==> src/rtl/halfband_ts_mac_ctrl.sv <==
// Time-shared single-multiplier MAC for the 7-tap halfband filter: three folded
// taps are sequenced through one 18x18 multiplier per input sample.
module halfband_ts_mac_ctrl #(
  parameter logic signed [17:0] H0 = -18'sd4244,
  parameter logic signed [17:0] H2 = 18'sd36976,
  parameter logic signed [17:0] H3 = 18'sd65472
) (
  input  logic               sys_clk,
  input  logic               reset_n,
  input  logic               sam_clk_en,
  input  logic signed [17:0] x_in,
  output logic signed [17:0] y,
  output logic               y_valid,
  output logic               busy,
  output logic               overrun
);

  localparam logic [2:0] S_IDLE = 3'd0;
  localparam logic [2:0] S_MAC1 = 3'd1;
  localparam logic [2:0] S_MAC2 = 3'd2;
  localparam logic [2:0] S_MAC3 = 3'd3;
  localparam logic [2:0] S_DONE = 3'd4;

  logic [2:0]         state;
  logic signed [17:0] x_dl [7];
  logic signed [19:0] acc;
  logic signed [17:0] pre_add;
  logic signed [17:0] coef;
  logic signed [35:0] product;
  logic signed [17:0] term;
  logic               accept;
  logic               mac_phase;
  logic               unused_bits;

  function automatic logic signed [17:0] sat18(input logic signed [19:0] v);
    if (v > 20'sd131071)       return 18'h1FFFF;
    else if (v < -20'sd131072) return 18'h20000;
    else                       return v[17:0];
  endfunction

  assign mac_phase = (state == S_MAC1) || (state == S_MAC2) || (state == S_MAC3);
  assign accept    = sam_clk_en && ((state == S_IDLE) || (state == S_DONE));

  // NOTE: every signal assigned here gets a default first, so no path leaves it unassigned and no latch is inferred.
  always_comb begin
    pre_add = '0;
    coef    = '0;
    case (state)
      S_MAC1: begin
        pre_add = x_dl[0] + x_dl[6];
        coef    = H0;
      end
      S_MAC2: begin
        pre_add = x_dl[2] + x_dl[4];
        coef    = H2;
      end
      S_MAC3: begin
        pre_add = x_dl[3];
        coef    = H3;
      end
      default: ;
    endcase
  end

  // Pre-halved samples keep the 18-bit pre-add in range; the term is the
  // floor-truncated product scaled back to 1s17.
  assign product     = pre_add * coef;
  assign term        = product[34:17];
  assign unused_bits = ^{product[35], product[16:0]};

  // NOTE: state registers use non-blocking assignments so every flop samples pre-edge values, independent of statement order.
  always_ff @(posedge sys_clk or negedge reset_n) begin
    if (!reset_n) begin
      state <= S_IDLE;
    end else begin
      case (state)
        S_IDLE:  state <= accept ? S_MAC1 : S_IDLE;
        S_MAC1:  state <= S_MAC2;
        S_MAC2:  state <= S_MAC3;
        S_MAC3:  state <= S_DONE;
        S_DONE:  state <= accept ? S_MAC1 : S_IDLE;
        default: state <= S_IDLE;
      endcase
    end
  end

  // NOTE: the delay line is a handful of registers rather than a RAM, so it is reset like any other state.
  always_ff @(posedge sys_clk or negedge reset_n) begin
    if (!reset_n) begin
      for (int i = 0; i < 7; i++) x_dl[i] <= '0;
    end else if (accept) begin
      x_dl[0] <= {x_in[17], x_in[17:1]};
      for (int i = 1; i < 7; i++) x_dl[i] <= x_dl[i-1];
    end
  end

  always_ff @(posedge sys_clk or negedge reset_n) begin
    if (!reset_n) begin
      acc <= '0;
      y   <= '0;
    end else begin
      if (accept)         acc <= '0;
      else if (mac_phase) acc <= acc + {{2{term[17]}}, term};
      if (state == S_DONE) y <= sat18(acc);
    end
  end

  assign y_valid = (state == S_DONE);
  assign busy    = (state != S_IDLE);
  assign overrun = sam_clk_en && mac_phase;

endmodule

==> config.mk <==
export PLATFORM = sky130hd
export DESIGN_NAME = halfband_ts_mac_ctrl
export DESIGN_NICKNAME = d
export VERILOG_FILES = /design/src/rtl/halfband_ts_mac_ctrl.sv
export SDC_FILE = /design/constraint.sdc
export NUM_CORES = 1
export LEC_CHECK = 0
export CORE_MARGIN = 3
export CORE_UTILIZATION = 68
export DETAILED_ROUTE_END_ITERATION = 12
export PLACE_DENSITY_LB_ADDON = 0.08
export SLEW_MARGIN = 20
export SYNTH_ARGS = -nofsm -noshare
export SYNTH_HDL_FRONTEND = slang
export SYNTH_SLANG_ARGS = --single-unit
==> constraint.sdc <==
create_clock -name sys_clk -period 22.1 [get_ports sys_clk]
set_input_delay 3.315 -clock sys_clk [delete_from_list [all_inputs] [get_ports sys_clk]]
set_output_delay 3.315 -clock sys_clk [all_outputs]
set_load 0.1 [all_outputs]
==> results by group <==
Flow run
  • Max Cap Viol: 0

Setup path
  • Critical path data arrival time: 11.26 ns
  • Critical path class: reg2reg
  • WP data required: 22.42 ns
  • Worst stage delay on the critical path: ~0.54 ns
  • Worst path slowest cell: a2111oi_2
  • CP Capture Type: flip-flop
  • Crit start category: flip-flop
  • R2R Setup Slk: 11.15 ns
  • Cell repeated most along the worst path: fa_1
  • CP Max Fanout: 6
  • WP buf/inv: 3
  • Crit path max-delay family: adder cells

Yosys
  • Gate Count Post-Synth: just over 2000
  • Mean area per synthesized cell: 8.78 um^2
  • FFs w/ async S/R, synth: 1.00
  • Number of enable flip-flop cells after synthesis: 0
  • Net Count, Synth: 2509
  • Yosys warns: 0
  • Mapped cell area: 18100 um^2
  • Yosys top cell area share: 0.278
  • Main synth FF type: dfrtp_1
  • Seq cells post-synth: 160
  • Synth area leaders: fa_1 28%, dfrtp_1 22%, ha_1 12%
  • Post-synthesis cell type count: 74
  • Area leader, netlist: fa_1
  • Post-synthesis sequential area ratio: 0.221

Routing
  • Number of nets with antenna violations after routing: 0
  • DR iter-0 viols: 974
  • Drc violations: 0
  • Drt wl/cell: 17.4 um
  • Via density: 5.56
  • Vias after detailed routing: 13500
  • TritonRoute pass-1 iters: 7
  • WL final: 42100 um

Worst hold path
  • Worst hold path class: reg2reg

Floorplan
  • Num ports: 42
  • CORE AREA: ~26000 um^2
  • DIE AREA: 28700 um^2
  • Die width: between 150 and 200 um
  • Initial Util: 0.694
  • Row count: 59
  • Die height: roughly 170 um

Clock tree
  • Number of buffers created by CTS: 17
  • Htree depth: 4
  • Clock buffer depth: 2
  • CTS sink cnt: 160
  • Root buf cell: clkbuf_16
  • Skew-Pair Late Insertion Delay: 0.44 ns
  • CTS Hold Buffers Added: 0
  • Post-CTS Resized: 0
  • Clock transition at path regs: 0.08 ns
  • Postcts setup bufs: 0
  • TritonCTS clock tree: built

Cells and area
  • Fillers: roughly 2000
  • Antenna cells: 0
  • Multi-input logic area: 12500 um^2
  • Layout Nets: 2519
  • Layout cells sized above 1: 0.0417
  • Register area: around 4000 um^2
  • Synth-to-Final Area Change: 7.09%

Global route
  • GRT Util Overall: 0.310
  • Largest net degree at the start of global routing: 108
  • Initial antenna violation count: 0
  • Vias in the first global route: 14100
  • First-pass GRT wire length: 70400 um
  • Gr ovfl total: 0

STA
  • Final setup TNS: 0 ns
  • Max Freq: 0.0914 GHz
  • WHS: 0.465 ns
  • Hold Fails Final Rpt: 0
  • Slew @ Worst Pin: 1.07 ns
  • Setup violators final: 0
  • Tcrit/Tclk final: 0.495
  • Minimum clock period: 10.95 ns
  • RSZ-0062 raised after global routing: false
  • Slew HR: 0.287
  • Final Skew: 0.0183 ns
  • Fin. max-slew vios: 0

Place
  • PortBufs: 40
  • GPL Wtd Cong: approximately 0.96
  • DP Wirelength: 34300 um

Run status
  • Outcome: finished clean
-- registers in the layout, summed over array words and instances, names as in the netlist --
register and flops:
x_dl 119, acc 20, y 18, state 3
-- worst register-to-register path, delay by kind of cell, from the launching register on --
| family | cells | cell delay, ns |
|---|---|---|
| compound gates | 17 | 3.96 |
| flops | 1 | 0.40 |
| buf+inv | 3 | 0.15 |
| fa+ha+maj | 10 | 3.97 |
| xor+xnor | 3 | 0.86 |
| simple gates | 8 | 1.49 |
-- synthesized netlist by cell type, drive strengths merged, types with 7 or more instances --
library cell	count
nand2	519
inv	369
fa	252
ha	171
dfrtp	160
nor2	107
o21ai	73
a21oi	62
clkbuf	56
xnor2	42
xor2	27
a21o	26
and2	17
nor3	17
o21bai	15
a211oi	12
and3	11
nand3	11
o31ai	11
a31oi	10
nand2b	10
o21a	8
or2	7
-- kinds of logic after synthesis --
logic type / count (synthesis) / share of synthesized area
AOI/OAI and AO/OA: 254 / 0.0932
xor gates and xnor gates: 69 / 0.0333
adders and majority gates: 423 / 0.396
buffers and inverters: 432 / 0.0899
DFF: 160 / 0.221
muxes: 3 / 0.00207
and+or+nand+nor: 724 / 0.164
-- placed cells by master (no fill, tap or decap), drive strengths merged, types with 14 or more instances in the layout --
master         netlist  final
nand2              519    519
inv                369    376
fa                 252    252
ha                 171    171
dfrtp              160    160
nor2               107    107
o21ai               73     73
a21oi               62     62
xnor2               42     42
clkdlybuf4s50        0     39
xor2                27     27
a21o                26     26
clkbuf              56     17
nor3                17     17
and2                17     17
o21bai              15     15
buf                  6     14
-- layout make-up --
type                            instances  share of cell area
Clock buffer                           17              0.0219
Clock inverter                         15             0.00857
Inverter                              370              0.0715
Multi-Input combinational cell       1473               0.644
Sequential cell                       160               0.206
Tap cell                              335              0.0216
Timing Repair Buffer                   53              0.0257
-- routing by layer --
layer / vias to the layer above / global-route usage / share of wire
li1: 6431 / - / -
met1: 6611 / 0.416 / 0.42
met2: 338 / 0.521 / 0.50
met3: 80 / 0.0510 / 0.049
met4: 0 / 0.0996 / 0.030
met5: - / 0 / 0
-- path summary, 6_finish.rpt --
check | end | from | cells past startpoint
max | acc[19]$_DFFE_PN0P_ | x_dl[108]$_DFFE_PN0P_ | 41
min | x_dl[83]$_DFFE_PN0P_ | x_dl[101]$_DFFE_PN0P_ | 2
max reg2reg | acc[19]$_DFFE_PN0P_ | x_dl[108]$_DFFE_PN0P_ | 41
min reg2reg | x_dl[83]$_DFFE_PN0P_ | x_dl[101]$_DFFE_PN0P_ | 2
max in group asynchronous | x_dl[33]$_DFFE_PN0P_ | reset_n | 2
min in group asynchronous | y[15]$_DFFE_PN0P_ | reset_n | 1
-- metrics by stage --
stage	worst slack (ns)	std cells	cell area, um^2	utilization
global placement	11.39	2391	18800	0.720
detailed placement	11.23	2391	18800	0.720
finish	11.15	2423	19400	0.743
floorplan	12.53	2065	18100	-
global route	10.41	2423	19400	0.743
CTS	11.15	2423	19400	0.743
Power is left out: the tool's default activity adds up to more than one toggle a clock period on the data nets, which glitch-free logic cannot reach.
